`config.mk`:
```
export PLATFORM = sky130hd
export DESIGN_NAME = otter_wrapper_io
export DESIGN_NICKNAME = d
export VERILOG_FILES = /design/src/rtl/otter_wrapper_io.sv
export SDC_FILE = /design/constraint.sdc
export NUM_CORES = 1
export LEC_CHECK = 0
export ABC_CLOCK_PERIOD_IN_PS = 2550
export CORE_MARGIN = 2
export CORE_UTILIZATION = 30
export CTS_BUF_LIST = sky130_fd_sc_hd__clkbuf_4
export DETAILED_ROUTE_END_ITERATION = 10
export REMOVE_ABC_BUFFERS = 1
export SLEW_MARGIN = 30
export SYNTH_ARGS = -nofsm -noshare
export SYNTH_HDL_FRONTEND = slang
export SYNTH_SLANG_ARGS = --single-unit
```
`constraint.sdc`:
```
create_clock -name clk -period 2.55 [get_ports clk]
set_input_delay 0.51 -clock clk [delete_from_list [all_inputs] [get_ports clk]]
set_output_delay 0.51 -clock clk [all_outputs]
set_load 0.05 [all_outputs]
```
`src/rtl/otter_wrapper_io.sv`:
```
// otter_wrapper_io: button event counter shown on a 4-digit hex display,
// switch-to-LED passthrough and a 640x480 VGA switch-colour pattern.
module otter_wrapper_io #(
  parameter int CLK_DIV   = 4,
  parameter int SCAN_BITS = 16
) (
  input  logic        clk,
  input  logic        rst_n,
  input  logic [4:0]  buttons,
  input  logic [15:0] switches,
  output logic [15:0] leds,
  output logic [7:0]  segs,
  output logic [3:0]  an,
  output logic        Hsync,
  output logic        Vsync,
  output logic [3:0]  vgaRed,
  output logic [3:0]  vgaGreen,
  output logic [3:0]  vgaBlue
);
  localparam int DIV_W = (CLK_DIV > 1) ? $clog2(CLK_DIV) : 1;
  localparam logic [DIV_W-1:0] DIV_LAST = DIV_W'(CLK_DIV - 1);
  localparam int SCAN_W = SCAN_BITS + 2;

  logic [4:0]  r_btn_s1, r_btn_s2;
  logic [15:0] r_sw_s1, r_sw_s2;
  logic [1:0]  r_warm;
  logic        r_armed, r_evt_prev;
  logic [15:0] r_count;
  logic        w_evt_rise;
  logic        w_unused_btn;

  always_ff @(posedge clk or negedge rst_n) begin
    if (!rst_n) begin
      r_btn_s1 <= '0;
      r_btn_s2 <= '0;
      r_sw_s1  <= '0;
      r_sw_s2  <= '0;
    end else begin
      r_btn_s1 <= buttons;
      r_btn_s2 <= r_btn_s1;
      r_sw_s1  <= switches;
      r_sw_s2  <= r_sw_s1;
    end
  end

  assign leds         = r_sw_s2;
  assign w_unused_btn = ^r_btn_s2[3:1];

  // Counting is armed only once the synchronized button has been seen low,
  // so a button already held at reset release cannot register a press.
  assign w_evt_rise = r_btn_s2[4] & ~r_evt_prev & r_armed;

  always_ff @(posedge clk or negedge rst_n) begin
    if (!rst_n) begin
      r_warm     <= '0;
      r_armed    <= 1'b0;
      r_evt_prev <= 1'b0;
      r_count    <= '0;
    end else begin
      r_warm     <= {r_warm[0], 1'b1};
      r_evt_prev <= r_btn_s2[4];
      if (r_warm[1] && !r_btn_s2[4])
        r_armed <= 1'b1;
      if (r_btn_s2[0])
        r_count <= '0;
      else if (w_evt_rise)
        r_count <= r_count + 16'd1;
    end
  end

  logic [SCAN_W-1:0] r_scan;
  logic [1:0]        w_digit;
  logic [3:0]        w_nibble;
  logic [3:0]        w_an;
  logic [6:0]        w_seg7;

  always_ff @(posedge clk or negedge rst_n) begin
    if (!rst_n) r_scan <= '0;
    else        r_scan <= r_scan + SCAN_W'(1);
  end

  assign w_digit = r_scan[SCAN_W-1:SCAN_BITS];

  always_comb begin
    w_an = 4'b1111;
    w_an[w_digit] = 1'b0;
    case (w_digit)
      2'd0:    w_nibble = r_count[3:0];
      2'd1:    w_nibble = r_count[7:4];
      2'd2:    w_nibble = r_count[11:8];
      default: w_nibble = r_count[15:12];
    endcase
  end

  always_comb begin
    case (w_nibble)
      4'h0:    w_seg7 = 7'b1000000;
      4'h1:    w_seg7 = 7'b1111001;
      4'h2:    w_seg7 = 7'b0100100;
      4'h3:    w_seg7 = 7'b0110000;
      4'h4:    w_seg7 = 7'b0011001;
      4'h5:    w_seg7 = 7'b0010010;
      4'h6:    w_seg7 = 7'b0000010;
      4'h7:    w_seg7 = 7'b1111000;
      4'h8:    w_seg7 = 7'b0000000;
      4'h9:    w_seg7 = 7'b0010000;
      4'hA:    w_seg7 = 7'b0001000;
      4'hB:    w_seg7 = 7'b0000011;
      4'hC:    w_seg7 = 7'b1000110;
      4'hD:    w_seg7 = 7'b0100001;
      4'hE:    w_seg7 = 7'b0000110;
      default: w_seg7 = 7'b0001110;
    endcase
  end

  assign an   = w_an;
  assign segs = {1'b1, w_seg7};

  logic [DIV_W-1:0] r_div;
  logic [9:0]       r_h, r_v;
  logic             w_pix_en, w_active;
  logic             r_hsync, r_vsync;
  logic [11:0]      r_rgb;

  assign w_pix_en = (r_div == DIV_LAST);

  always_ff @(posedge clk or negedge rst_n) begin
    if (!rst_n) begin
      r_div <= '0;
      r_h   <= '0;
      r_v   <= '0;
    end else begin
      r_div <= w_pix_en ? '0 : r_div + DIV_W'(1);
      if (w_pix_en) begin
        if (r_h == 10'd799) begin
          r_h <= '0;
          r_v <= (r_v == 10'd524) ? 10'd0 : r_v + 10'd1;
        end else begin
          r_h <= r_h + 10'd1;
        end
      end
    end
  end

  assign w_active = (r_h < 10'd640) && (r_v < 10'd480);

  // Sync and colour share one register stage so they stay pixel-aligned.
  always_ff @(posedge clk or negedge rst_n) begin
    if (!rst_n) begin
      r_hsync <= 1'b1;
      r_vsync <= 1'b1;
      r_rgb   <= '0;
    end else begin
      r_hsync <= !((r_h >= 10'd656) && (r_h <= 10'd751));
      r_vsync <= !((r_v >= 10'd490) && (r_v <= 10'd491));
      r_rgb   <= w_active ? r_sw_s2[11:0] : 12'h000;
    end
  end

  assign Hsync    = r_hsync;
  assign Vsync    = r_vsync;
  assign vgaRed   = r_rgb[11:8];
  assign vgaGreen = r_rgb[7:4];
  assign vgaBlue  = r_rgb[3:0];

endmodule

```
==> impl_metrics.sql, run 1 <==
INSERT INTO impl_metrics (metric_group, metric, value, unit) VALUES
('sta', 'finalSetupViolCount', '7', ''),
('global_route', 'grt_antenna_before_repair', '0', ''),
('route', 'route.detailed.drc', '0', ''),
('synthesis', 'synth.yosys.warnings', '0', ''),
('sta', 'final_max_slew_viol_count', '0', ''),
('hold_path', 'worstHoldPathType', 'in -> async', ''),
('finish', 'mostFrequentLayoutCells', 'sky130_fd_sc_hd__dfrtp_1 (107), sky130_fd_sc_hd__clkdlybuf4s50_1 (48), sky130_fd_sc_hd__xnor2_1 (28)', ''),
('placement', 'numPlacedInstances', '668', ''),
('floorplanning', 'die_y', '129', 'µm'),
('worst_setup_path', 'crit_path_end_kind', 'primary output', ''),
('floorplanning', 'die_x', '129', 'µm'),
('global_route', 'gr-usage-all-layers', '11.8', '%'),
('route', 'route.vias.total', '3096', ''),
('worst_setup_path', 'worstPathMaxFanout', '4', ''),
('floorplanning', 'coreArea', '15300', 'µm²'),
('clock_tree', 'tritoncts', 'yes', ''),
('status', 'failed_checks', 'negative setup slack', ''),
('status', 'run_status', 'finished, violations left', ''),
('route', 'routed_wire_length_per_instance', '13.3', 'µm'),
('sta', 'hold_viol_final', '0', ''),
('route', 'detailedRoute.firstPassIterationCount', '4', ''),
('clock_tree', 'clock_latency', '0.47', 'ns'),
('clock_tree', 'numClockSinks', '110', ''),
('floorplanning', 'placement_rows', '45', ''),
('placement', 'place.port_buffers', '60', ''),
('clock_tree', 'cts_made_buffers', '9', ''),
('synthesis', 'netlist_instances', '391', ''),
('finish', 'antennaDiodeCount', '0', ''),
('finish', 'final_common_cell', 'sky130_fd_sc_hd__dfrtp_1', ''),
('sta', 'fin_crit', '2.95', 'ns'),
('sta', 'post-route-period-util', '116', '%'),
('finish', 'final_net_count', '507', ''),
('route', 'drt-total-wl', '9.12', 'mm'),
('finish', 'areaGrowthSynthToFinish', '25.2', '%'),
('sta', 'finClkSkew', '0.0136', 'ns'),
('synthesis', 'seq_total_area_yosys', '58.5', '%'),
('synthesis', 'async_reset_ff_share', '100', '%'),
('worst_setup_path', 'critPathRequiredTime', '2.04', 'ns'),
('placement', 'gp_weighted_congestion', '0.822', ''),
('floorplanning', 'floorplan.die_area', '16700', 'µm²'),
('synthesis', 'yosys_register_bits', '110', ''),
('pwr', 'cellPowerDensity', '492', 'nW/µm²'),
('route', 'initialDrtViolationCount', '153', ''),
('sta', 'worst_max_slew_pin_slew', '0.559', 'ns'),
('finish', 'fraction_of_final_layout_cells_sized_beyond_drive_strength_1', '18.1', '%'),
('floorplanning', 'floorplan.io_pins', '65', ''),
('clock_tree', 'root_buffer', 'sky130_fd_sc_hd__clkbuf_4', ''),
('pwr', 'power.ir.vdd_worst', '396', 'µV'),
('sta', 'worst_hold_slack_after_final_layout', '0.0898', 'ns'),
('clock_tree', 'register_clock_pin_slew_on_the_reported_worst_setup_and_hold_paths', '0.16', 'ns'),
('global_route', 'grt_max_degree', '111', ''),
('sta', 'maxClockFrequency', '339', 'MHz'),
('synthesis', 'synth_cell_types', '53', ''),
('finish', 'final_area', '5900', 'µm²'),
('sta', 'post_layout_worst_setup_margin', '-0.399', 'ns'),
('synthesis', 'ys_dominant_reg_cell', 'sky130_fd_sc_hd__dfrtp_1', ''),
('global_route', 'via_count_of_the_first_global_routing_pass', '3173', ''),
('pwr', 'static-leakage-power', '2.50', 'nW'),
('worst_setup_path', 'arrival_worst_endpoint', '2.44', 'ns'),
('synthesis', 'syn_area', '4710', 'µm²'),
('finish', 'fin_cells', '686', ''),
('worst_setup_path', 'worstSetupPathType', 'reg -> out', ''),
('placement', 'placed_area', '5690', 'µm²'),
('synthesis', 'synth-edff-count', '0', ''),
('worst_setup_path', 'crit_path_start_kind', 'register', ''),
('placement', 'pre_cts_ws', '-0.00107', 'ns'),
('route', 'remaining_antenna_violation_count_after_routing', '0', ''),
('clock_tree', 'cts-htree-levels', '3', ''),
('flow_run', 'max_cap_viol_count', '0', ''),
('synthesis', 'synth.avg_cell_area', '12.1', 'µm²'),
('sta', 'timing.slew.headroom', '62.7', '%'),
('sta', 'rsz0062_at_grt', 'true', ''),
('placement', 'dp_hpwl', '6.38', 'mm'),
('route', 'post_drt_via_cell_ratio', '4.51', ''),
('clock_tree', 'clk_path_buf_depth', '2', ''),
('global_route', 'grt_first_pass_wirelength', '15.5', 'mm'),
('floorplanning', 'starting_density', '30.9', '%'),
('global_route', 'grt_remaining_overflow', '0', '');
==> synth_stat cells, drive strengths merged, types with 7 or more instances <==
master,instances,area (µm²)
dfrtp,108,2700
xor2,12,105
nand3,18,90.1
and3,7,47.5
buf,8,58.8
nand2,25,93.8
nor3,11,66.3
nand4,14,100
mux2,8,90.1
ha,13,163
and2,12,75.1
xnor2,28,245
nor2,27,101
o21ai,12,60.1
inv,18,67.6
==> registers in the layout (all words and copies together) (netlist names), 2 cells and up <==
register / flops
r_btn_s2: 2
leds: 16
r_rgb: 12
r_sw_s1: 16
r_btn_s1: 2
r_v: 10
r_h: 10
r_count: 16
r_div: 2
r_scan: 18
r_warm: 2
==> final timing paths <==
check / end / slack [ns] / from / depth (start not counted)
worst min-delay path: r_sw_s1[10] / 0.09 / rst_n / 2
max in group asynchronous: r_scan[16] / 2.03 / rst_n / 2
worst max register to register: r_h[9] / 0.37 / r_h[7] / 4
worst min register to register: leds[0] / 0.37 / r_sw_s1[0] / 0
min in group clk: leds[0] / 0.37 / r_sw_s1[0] / 0
worst max-delay path: segs[0] / -0.40 / r_scan[16] / 6
==> cell families (layout without fill, tap and decap cells) <==
group                    Yosys count  count (layout)  share of synthesized area [%]
flip-flops                       110             110                           58.5
buffers and inverters             32             115                           3.16
AND/OR/NAND/NOR                  149             149                           18.0
AO/OA/AOI/OAI                     29              29                           4.27
multiplexers                      17              17                           5.15
XOR/XNOR                          40              40                           7.43
other                              1               2                         0.0796
adder cells (fa/ha/maj)           13              13                           3.45
==> where the power goes <==
group | internal, mW | switching (mW)
Combinational | 0.127 | 0.206
Clock | 0.205 | 0.562
Sequential | 1.79 | 0.0173
==> critical path, stage by stage (launching register included) <==
cell and delay, ns:
sky130_fd_sc_hd__dfrtp_2 0.44, sky130_fd_sc_hd__mux4_2 0.61, sky130_fd_sc_hd__ha_4 0.21, sky130_fd_sc_hd__mux2_4 0.26, sky130_fd_sc_hd__a32oi_2 0.15, sky130_fd_sc_hd__o211ai_1 0.11
sky130_fd_sc_hd__buf_4 0.20
==> layer usage <==
metal / wire length (µm) / GRT usage (%) / share of wire (%) / vias up
met5: 0 / 0 / 0 / -
met1: 4120 / 15.4 / 45 / 1526
li1: - / - / - / 1497
met4: 127 / 3.20 / 1.4 / 0
met3: 407 / 3.88 / 4.5 / 10
met2: 4460 / 18.9 / 49 / 63
==> metrics by stage <==
step | power [mW] | utilization, % | setup TNS, ns
5_1_grt | 3.06 | 38.7 | -3.07
3_3_place_gp | 2.15 | 37.3 | 0
6_report | 2.90 | 38.7 | -2.21
4_1_cts | 2.97 | 38.5 | -2.70
2_1_floorplan | 1.99 | - | -2.89
3_5_place_dp | 2.16 | 37.3 | -0.00107
==> cell type report <==
class	count	area, µm²
fill	1487	9360
inverter	18	72.6
timing repair buffer	82	826
sequential	110	2760
clock inverter	6	45.0
clock buffer	9	67.6
tap	211	264
multi-input combinational	250	1870
==> repair_timing <==
| action | CTS | global route |
|---|---|---|
| endpoints found under the setup margin | 11 | 8 |
| pin swaps | 3 | 4 |
| cloned | 0 | 0 |
| gates resized for setup | 21 | 9 |
| buffers inserted | 3 | 0 |
| hold buffers | 0 | 0 |
Note: power is estimated with default switching activity, not from simulation.
==> run 2, diff against run 1 <==
--- a/config.mk
+++ b/config.mk
@@ -5,11 +5,13 @@
 export SDC_FILE = /design/constraint.sdc
 export NUM_CORES = 1
 export LEC_CHECK = 0
+export ABC_AREA = 1
 export ABC_CLOCK_PERIOD_IN_PS = 2550
 export CORE_MARGIN = 2
 export CORE_UTILIZATION = 30
 export CTS_BUF_LIST = sky130_fd_sc_hd__clkbuf_4
 export DETAILED_ROUTE_END_ITERATION = 10
+export GPL_TIMING_DRIVEN = 0
 export REMOVE_ABC_BUFFERS = 1
 export SLEW_MARGIN = 30
 export SYNTH_ARGS = -nofsm -noshare
==> impl_metrics.sql, run 2 <==
INSERT INTO impl_metrics (metric_group, metric, value, unit) VALUES
('clock_tree', 'clock_latency', '0.49', 'ns'),
('synthesis', 'ys_dominant_reg_cell', 'sky130_fd_sc_hd__dfrtp_1', ''),
('clock_tree', 'root_buffer', 'sky130_fd_sc_hd__clkbuf_4', ''),
('worst_setup_path', 'critPathRequiredTime', '2.04', 'ns'),
('synthesis', 'synth_cell_types', '39', ''),
('sta', 'post-route-period-util', '108', '%'),
('floorplanning', 'starting_density', '30.9', '%'),
('placement', 'gp_weighted_congestion', '0.916', ''),
('hold_path', 'worstHoldPathType', 'reg -> reg', ''),
('sta', 'finalSetupViolCount', '7', ''),
('finish', 'registers.top_by_ff_count', 'r_scan', ''),
('pwr', 'cell_internal_pwr', '2.13', 'mW'),
('floorplanning', 'coreArea', '16000', 'µm²'),
('worst_setup_path', 'worst_r2r_startpoint', 'r_h[0]', ''),
('sta', 'setup_total_negative_slack', '-1.13', 'ns'),
('synthesis', 'synth.most_common_cell', 'sky130_fd_sc_hd__nand2_1', ''),
('clock_tree', 'cts-htree-levels', '3', ''),
('pwr', 'power.ir.vdd_worst', '256', 'µV'),
('route', 'route.detailed.drc', '0', ''),
('synthesis', 'synth-edff-count', '0', ''),
('clock_tree', 'numClockSinks', '110', ''),
('global_route', 'grt_remaining_overflow', '0', ''),
('floorplanning', 'die_y', '132', 'µm'),
('status', 'failed_checks', 'negative setup slack', ''),
('finish', 'largest_register_ffs', '18', ''),
('pwr', 'static-leakage-power', '2.91', 'nW'),
('placement', 'placed_area', '5790', 'µm²'),
('worst_setup_path', 'cpLargestDelayFamily', 'simple AND/OR/NAND/NOR gates', ''),
('route', 'drt-total-wl', '9.86', 'mm'),
('worst_setup_path', 'slowest_delay', '0.53', 'ns'),
('sta', 'worst_max_slew_pin_slew', '0.642', 'ns'),
('pwr', 'cellPowerDensity', '471', 'nW/µm²'),
('synthesis', 'synth_largest_type_area_fraction', '54.7', '%'),
('floorplanning', 'floorplan.io_pins', '65', ''),
('worst_setup_path', 'worstPathMaxFanout', '7', ''),
('status', 'run_status', 'finished, violations left', ''),
('clock_tree', 'register_clock_pin_slew_on_the_reported_worst_setup_and_hold_paths', '0.16', 'ns'),
('finish', 'antennaDiodeCount', '0', ''),
('global_route', 'grt_max_degree', '74', ''),
('sta', 'worst_hold_slack_after_final_layout', '0.370', 'ns'),
('synthesis', 'synth.yosys.warnings', '0', ''),
('worst_setup_path', 'worstSetupPathType', 'reg -> out', ''),
('route', 'initialDrtViolationCount', '174', ''),
('synthesis', 'netlist_instances', '543', ''),
('sta', 'hold_viol_final', '0', ''),
('placement', 'dp_hpwl', '6.80', 'mm'),
('worst_setup_path', 'crit_path_start_kind', 'register', ''),
('flow_run', 'max_cap_viol_count', '0', ''),
('worst_setup_path', 'critical-path-slowest-cell', 'sky130_fd_sc_hd__dfrtp_2', ''),
('finish', 'final_common_cell', 'sky130_fd_sc_hd__nand2_1', ''),
('placement', 'numPlacedInstances', '812', ''),
('sta', 'final_max_slew_viol_count', '0', ''),
('pwr', 'switching_power_summed_over_all_nets', '0.835', 'mW'),
('sta', 'post_layout_worst_setup_margin', '-0.194', 'ns'),
('worst_setup_path', 'crit_cells', '11', ''),
('floorplanning', 'placement_rows', '46', ''),
('global_route', 'grt_first_pass_wirelength', '17.0', 'mm'),
('sta', 'timing.slew.headroom', '57.2', '%'),
('worst_setup_path', 'arrival_worst_endpoint', '2.23', 'ns'),
('placement', 'pre_cts_ws', '-0.616', 'ns'),
('placement', 'place.port_buffers', '60', ''),
('pwr', 'clkPwrFrac', '28.1', '%'),
('global_route', 'via_count_of_the_first_global_routing_pass', '3692', ''),
('worst_setup_path', 'r2r_setup_slack', '0.89', 'ns'),
('route', 'routed_wire_length_per_instance', '11.6', 'µm'),
('worst_setup_path', 'cp_num_buf_inv', '3', ''),
('pwr', 'power_frac_seq', '60.9', '%'),
('finish', 'final_area', '6300', 'µm²'),
('finish', 'areaGrowthSynthToFinish', '27.6', '%'),
('global_route', 'grt_antenna_before_repair', '0', ''),
('route', 'detailedRoute.firstPassIterationCount', '6', ''),
('finish', 'final_net_count', '662', ''),
('pwr', 'combinationalPowerShare', '11.0', '%'),
('synthesis', 'async_reset_ff_share', '100', '%'),
('worst_setup_path', 'path_cells', 'buf_12 -> nand2_8 -> nor2_2 -> nor2_4 -> buf_6 -> ha_4 -> nand2_1 -> nand2_1 -> nand2_1 -> nand2_1 -> buf_6', ''),
('worst_setup_path', 'crit_path_start', 'r_scan[16]', ''),
('synthesis', 'syn_area', '4940', 'µm²'),
('sta', 'rsz0062_at_grt', 'true', ''),
('synthesis', 'synth.avg_cell_area', '9.09', 'µm²'),
('worst_setup_path', 'critPathCapture', 'segs[0]', ''),
('synthesis', 'post_synth_main_area_contributors', 'sky130_fd_sc_hd__dfrtp_1 (55%), sky130_fd_sc_hd__nand2_1 (9.4%), sky130_fd_sc_hd__nor2_1 (5.2%), sky130_fd_sc_hd__inv_1 (4.8%), sky130_fd_sc_hd__nand3_1 (4.4%)', ''),
('synthesis', 'synth_top_cells_by_count', 'sky130_fd_sc_hd__nand2_1 (124), sky130_fd_sc_hd__dfrtp_1 (108), sky130_fd_sc_hd__nor2_1 (68)', ''),
('floorplanning', 'die_x', '132', 'µm'),
('clock_tree', 'cts_made_buffers', '9', ''),
('floorplanning', 'floorplan.die_area', '17500', 'µm²'),
('pwr', 'p_sw_share', '28.1', '%'),
('sta', 'maxClockFrequency', '364', 'MHz'),
('worst_setup_path', 'crit_path_end_kind', 'primary output', ''),
('global_route', 'gr-usage-all-layers', '11.8', '%'),
('finish', 'fin_cells', '847', ''),
('synthesis', 'seq_total_area_yosys', '55.8', '%'),
('route', 'route.vias.total', '3746', ''),
('finish', 'mostFrequentLayoutCells', 'sky130_fd_sc_hd__nand2_1 (115), sky130_fd_sc_hd__dfrtp_1 (106), sky130_fd_sc_hd__nor2_1 (66)', ''),
('sta', 'finClkSkew', '0.0174', 'ns'),
('route', 'remaining_antenna_violation_count_after_routing', '0', ''),
('finish', 'fraction_of_final_layout_cells_sized_beyond_drive_strength_1', '16.8', '%'),
('sta', 'fin_crit', '2.74', 'ns'),
('synthesis', 'synth_top_area_cell', 'sky130_fd_sc_hd__dfrtp_1', ''),
('synthesis', 'yosys_register_bits', '110', ''),
('clock_tree', 'tritoncts', 'yes', ''),
('clock_tree', 'clk_path_buf_depth', '2', ''),
('worst_setup_path', 'regToRegEndpoint', 'r_v[1]', ''),
('worst_setup_path', 'worst-r2r-cell-count', '7', ''),
('route', 'post_drt_via_cell_ratio', '4.42', ''),
('worst_setup_path', 'crit_path_frequent_cell', 'sky130_fd_sc_hd__nand2_1', '');
run 2: repair_timing:
| item | in CTS | in global routing |
|---|---|---|
| gates cloned | 0 | 0 |
| setup buffers | 13 | 5 |
| hold endpoints to repair | 37 | 0 |
| hold buffers | 1 | 0 |
| setup endpoints to repair | 11 | 7 |
| pin swaps | 16 | 16 |
| resized for setup | 84 | 18 |
run 2: worst min path at each step:
stage | startpoint | end | cells after the start
final | r_warm[0] | r_warm[1] | 0
after global routing | switches[3] | r_sw_s1[3] | 1
after CTS | switches[3] | r_sw_s1[3] | 1
after detailed placement | r_sw_s1[5] | leds[5] | 0
after global placement | r_sw_s1[9] | leds[9] | 0
after floorplan | rst_n | leds[0] | 0
run 2: power by group through the flow:
stage / Clock (mW) / Sequential (mW) / Combinational [mW]
floorplan: 0 / 1.92 / 0.0706
global placement: 0 / 1.84 / 0.285
detailed placement: 0 / 1.84 / 0.294
CTS: 0.891 / 1.81 / 0.318
global route: 0.956 / 1.81 / 0.351
finish: 0.834 / 1.81 / 0.327
run 2: stage by stage:
stage | total power [mW] | utilization, %
4_1_cts | 3.02 | 38.6
2_1_floorplan | 1.99 | -
3_5_place_dp | 2.13 | 36.2
3_3_place_gp | 2.12 | 36.0
5_1_grt | 3.12 | 39.4
6_report | 2.97 | 39.4
run 2: cell type report:
cell class	instances	area [µm²]
fillers	1612	9700
multi-input cells	355	2040
inverters	70	270
repair buffers	80	823
clock buffers	9	67.6
flip-flops and latches	110	2760
well taps	216	270
clock inverters	7	68.8
run 2: layer usage:
metal,up-vias,global-route usage (%),wire (µm),part of all wire (%)
li1,1879,-,-,-
met1,1756,15.4,4450,45
met2,95,18.6,4760,48
met3,16,3.27,481,4.9
met4,0,4.78,165,1.7
met5,-,0,0,0
run 2: kinds of logic after synthesis:
family | share of synthesized area, %
buffers and inverters | 6.56
and+or+nand+nor | 26.8
DFF | 55.8
AOI/OAI and AO/OA | 3.73
adders and majority gates | 3.29
other | 0.0760
xor gates and xnor gates | 3.73
==> run 3, diff against run 2 <==
--- a/config.mk
+++ b/config.mk
@@ -7,6 +7,7 @@
 export LEC_CHECK = 0
 export ABC_AREA = 1
 export ABC_CLOCK_PERIOD_IN_PS = 2550
+export CORE_ASPECT_RATIO = 1.75
 export CORE_MARGIN = 2
 export CORE_UTILIZATION = 30
 export CTS_BUF_LIST = sky130_fd_sc_hd__clkbuf_4
==> impl_metrics.sql, run 3 (synthesis gave the netlist of run 2 again) <==
INSERT INTO impl_metrics (metric_group, metric, value, unit) VALUES
('sta', 'finClkSkew', '0.0246', 'ns'),
('sta', 'hold_viol_final', '0', ''),
('sta', 'finalSetupViolCount', '7', ''),
('floorplanning', 'die_y', '174', 'µm'),
('floorplanning', 'die_x', '101', 'µm'),
('status', 'failed_checks', 'negative setup slack', ''),
('clock_tree', 'clk_path_buf_depth', '2', ''),
('finish', 'fraction_of_final_layout_cells_sized_beyond_drive_strength_1', '15.0', '%'),
('pwr', 'clkPwrFrac', '29.3', '%'),
('global_route', 'grt_remaining_overflow', '0', ''),
('sta', 'timing.slew.headroom', '57.5', '%'),
('floorplanning', 'floorplan.io_pins', '65', ''),
('worst_setup_path', 'slowest_delay', '0.54', 'ns'),
('finish', 'largest_register_ffs', '18', ''),
('flow_run', 'max_cap_viol_count', '0', ''),
('sta', 'final_max_slew_viol_count', '0', ''),
('floorplanning', 'coreArea', '16300', 'µm²'),
('clock_tree', 'clock_latency', '0.46', 'ns'),
('sta', 'post-route-period-util', '106', '%'),
('clock_tree', 'cts-htree-levels', '3', ''),
('finish', 'final_net_count', '659', ''),
('placement', 'pre_cts_ws', '-0.703', 'ns'),
('placement', 'numPlacedInstances', '788', ''),
('floorplanning', 'floorplan.die_area', '17500', 'µm²'),
('worst_setup_path', 'crit_path_end_kind', 'primary output', ''),
('sta', 'post_layout_worst_setup_margin', '-0.153', 'ns'),
('placement', 'dp_hpwl', '7.18', 'mm'),
('route', 'initialDrtViolationCount', '109', ''),
('route', 'drt-total-wl', '9.96', 'mm'),
('clock_tree', 'cts_made_buffers', '9', ''),
('global_route', 'grt_first_pass_wirelength', '17.5', 'mm'),
('route', 'remaining_antenna_violation_count_after_routing', '0', ''),
('sta', 'worst_max_slew_pin_slew', '0.638', 'ns'),
('worst_setup_path', 'critical-path-slowest-cell', 'sky130_fd_sc_hd__dfrtp_2', ''),
('placement', 'gp_weighted_congestion', '0.816', ''),
('route', 'post_drt_via_cell_ratio', '4.53', ''),
('pwr', 'static-leakage-power', '2.89', 'nW'),
('floorplanning', 'starting_density', '30.3', '%'),
('worst_setup_path', 'cpLargestDelayFamily', 'simple AND/OR/NAND/NOR gates', ''),
('pwr', 'power_frac_seq', '60.3', '%'),
('finish', 'mostFrequentLayoutCells', 'sky130_fd_sc_hd__nand2_1 (121), sky130_fd_sc_hd__dfrtp_1 (106), sky130_fd_sc_hd__nor2_1 (66)', ''),
('route', 'detailedRoute.firstPassIterationCount', '4', ''),
('pwr', 'cell_internal_pwr', '2.14', 'mW'),
('pwr', 'combinationalPowerShare', '10.4', '%'),
('worst_setup_path', 'arrival_worst_endpoint', '2.19', 'ns'),
('finish', 'areaGrowthSynthToFinish', '24.9', '%'),
('route', 'routed_wire_length_per_instance', '12.1', 'µm'),
('worst_setup_path', 'cp_num_buf_inv', '3', ''),
('hold_path', 'worstHoldPathType', 'reg -> reg', ''),
('clock_tree', 'register_clock_pin_slew_on_the_reported_worst_setup_and_hold_paths', '0.19', 'ns'),
('pwr', 'cellPowerDensity', '486', 'nW/µm²'),
('global_route', 'via_count_of_the_first_global_routing_pass', '3922', ''),
('finish', 'registers.top_by_ff_count', 'r_scan', ''),
('floorplanning', 'placement_rows', '62', ''),
('pwr', 'p_sw_share', '28.5', '%'),
('pwr', 'switching_power_summed_over_all_nets', '0.854', 'mW'),
('sta', 'rsz0062_at_grt', 'true', ''),
('clock_tree', 'tritoncts', 'yes', ''),
('sta', 'maxClockFrequency', '370', 'MHz'),
('worst_setup_path', 'crit_path_start_kind', 'register', ''),
('finish', 'final_area', '6170', 'µm²'),
('route', 'route.detailed.drc', '0', ''),
('pwr', 'power.ir.vdd_worst', '346', 'µV'),
('global_route', 'grt_max_degree', '58', ''),
('worst_setup_path', 'crit_path_frequent_cell', 'sky130_fd_sc_hd__nand2_1', ''),
('worst_setup_path', 'worstPathMaxFanout', '7', ''),
('clock_tree', 'numClockSinks', '110', ''),
('global_route', 'gr-usage-all-layers', '12.2', '%'),
('clock_tree', 'root_buffer', 'sky130_fd_sc_hd__clkbuf_4', ''),
('route', 'route.vias.total', '3723', ''),
('global_route', 'grt_antenna_before_repair', '1', ''),
('placement', 'place.port_buffers', '60', ''),
('finish', 'final_common_cell', 'sky130_fd_sc_hd__nand2_1', ''),
('sta', 'fin_crit', '2.70', 'ns'),
('sta', 'setup_total_negative_slack', '-0.825', 'ns'),
('finish', 'final_util', '37.9', '%'),
('placement', 'placed_area', '5760', 'µm²'),
('worst_setup_path', 'worstSetupPathType', 'reg -> out', ''),
('status', 'run_status', 'finished, violations left', ''),
('worst_setup_path', 'path_cells', 'clkinv_4 -> nand3_2 -> nand3_2 -> nor2_4 -> ha_4 -> inv_1 -> nand2_1 -> nand2_1 -> nand2_1 -> nand2_1 -> buf_6', ''),
('finish', 'fin_cells', '821', ''),
('worst_setup_path', 'critPathRequiredTime', '2.04', 'ns');
==> run 3: repair_timing <==
item	in CTS	in global routing
setup buffers	9	6
cloned	0	0
hold endpoints to repair	52	0
hold buffers	1	0
pin swaps	7	4
setup endpoints to repair	11	9
resized for setup	68	13
==> run 3: worst paths after layout <==
check | startpoint | endpoint | slack [ns] | depth (start not counted)
setup / recovery | r_scan[16] | segs[3] | -0.15 | 11
hold / removal | r_sw_s1[15] | leds[15] | 0.37 | 0
setup reg to reg | r_h[0] | r_v[0] | 0.87 | 7
hold reg to reg | r_sw_s1[15] | leds[15] | 0.37 | 0
max in group asynchronous | rst_n | Hsync | 1.31 | 3
min in group asynchronous | rst_n | r_warm[0] | 0.55 | 2
==> run 3: metal layers <==
metal | vias up | routed length [µm] | global-route usage, %
met5 | - | 0 | 0
met4 | 0 | 210 | 6.02
met3 | 15 | 410 | 2.58
met2 | 76 | 5430 | 21.4
met1 | 1772 | 3910 | 13.6
li1 | 1860 | - | -
==> run 3: power by group through the flow <==
| stage | Combinational (mW) | Clock, mW | Sequential (mW) |
|---|---|---|---|
| after global placement | 0.285 | 0 | 1.84 |
| after detailed placement | 0.295 | 0 | 1.84 |
| after CTS | 0.312 | 0.939 | 1.81 |
| final | 0.312 | 0.879 | 1.80 |
| after global routing | 0.335 | 0.990 | 1.81 |
| after floorplan | 0.0706 | 0 | 1.92 |
==> run 3: area by class of cell <==
| type | instances | area [µm²] |
|---|---|---|
| fill | 1644 | 10100 |
| clock inverter | 7 | 81.3 |
| tap | 192 | 240 |
| sequential | 110 | 2760 |
| multi-input combinational | 355 | 1990 |
| timing repair buffer | 77 | 764 |
| inverter | 70 | 268 |
| antenna | 1 | 2.50 |
| clock buffer | 9 | 67.6 |
==> run 3: stage by stage <==
step | hold slack, ns | power [mW]
global route | 0.366 | 3.14
CTS | 0.357 | 3.06
floorplan | 0.214 | 1.99
global placement | 0.332 | 2.12
detailed placement | 0.335 | 2.13
finish | 0.368 | 3.00
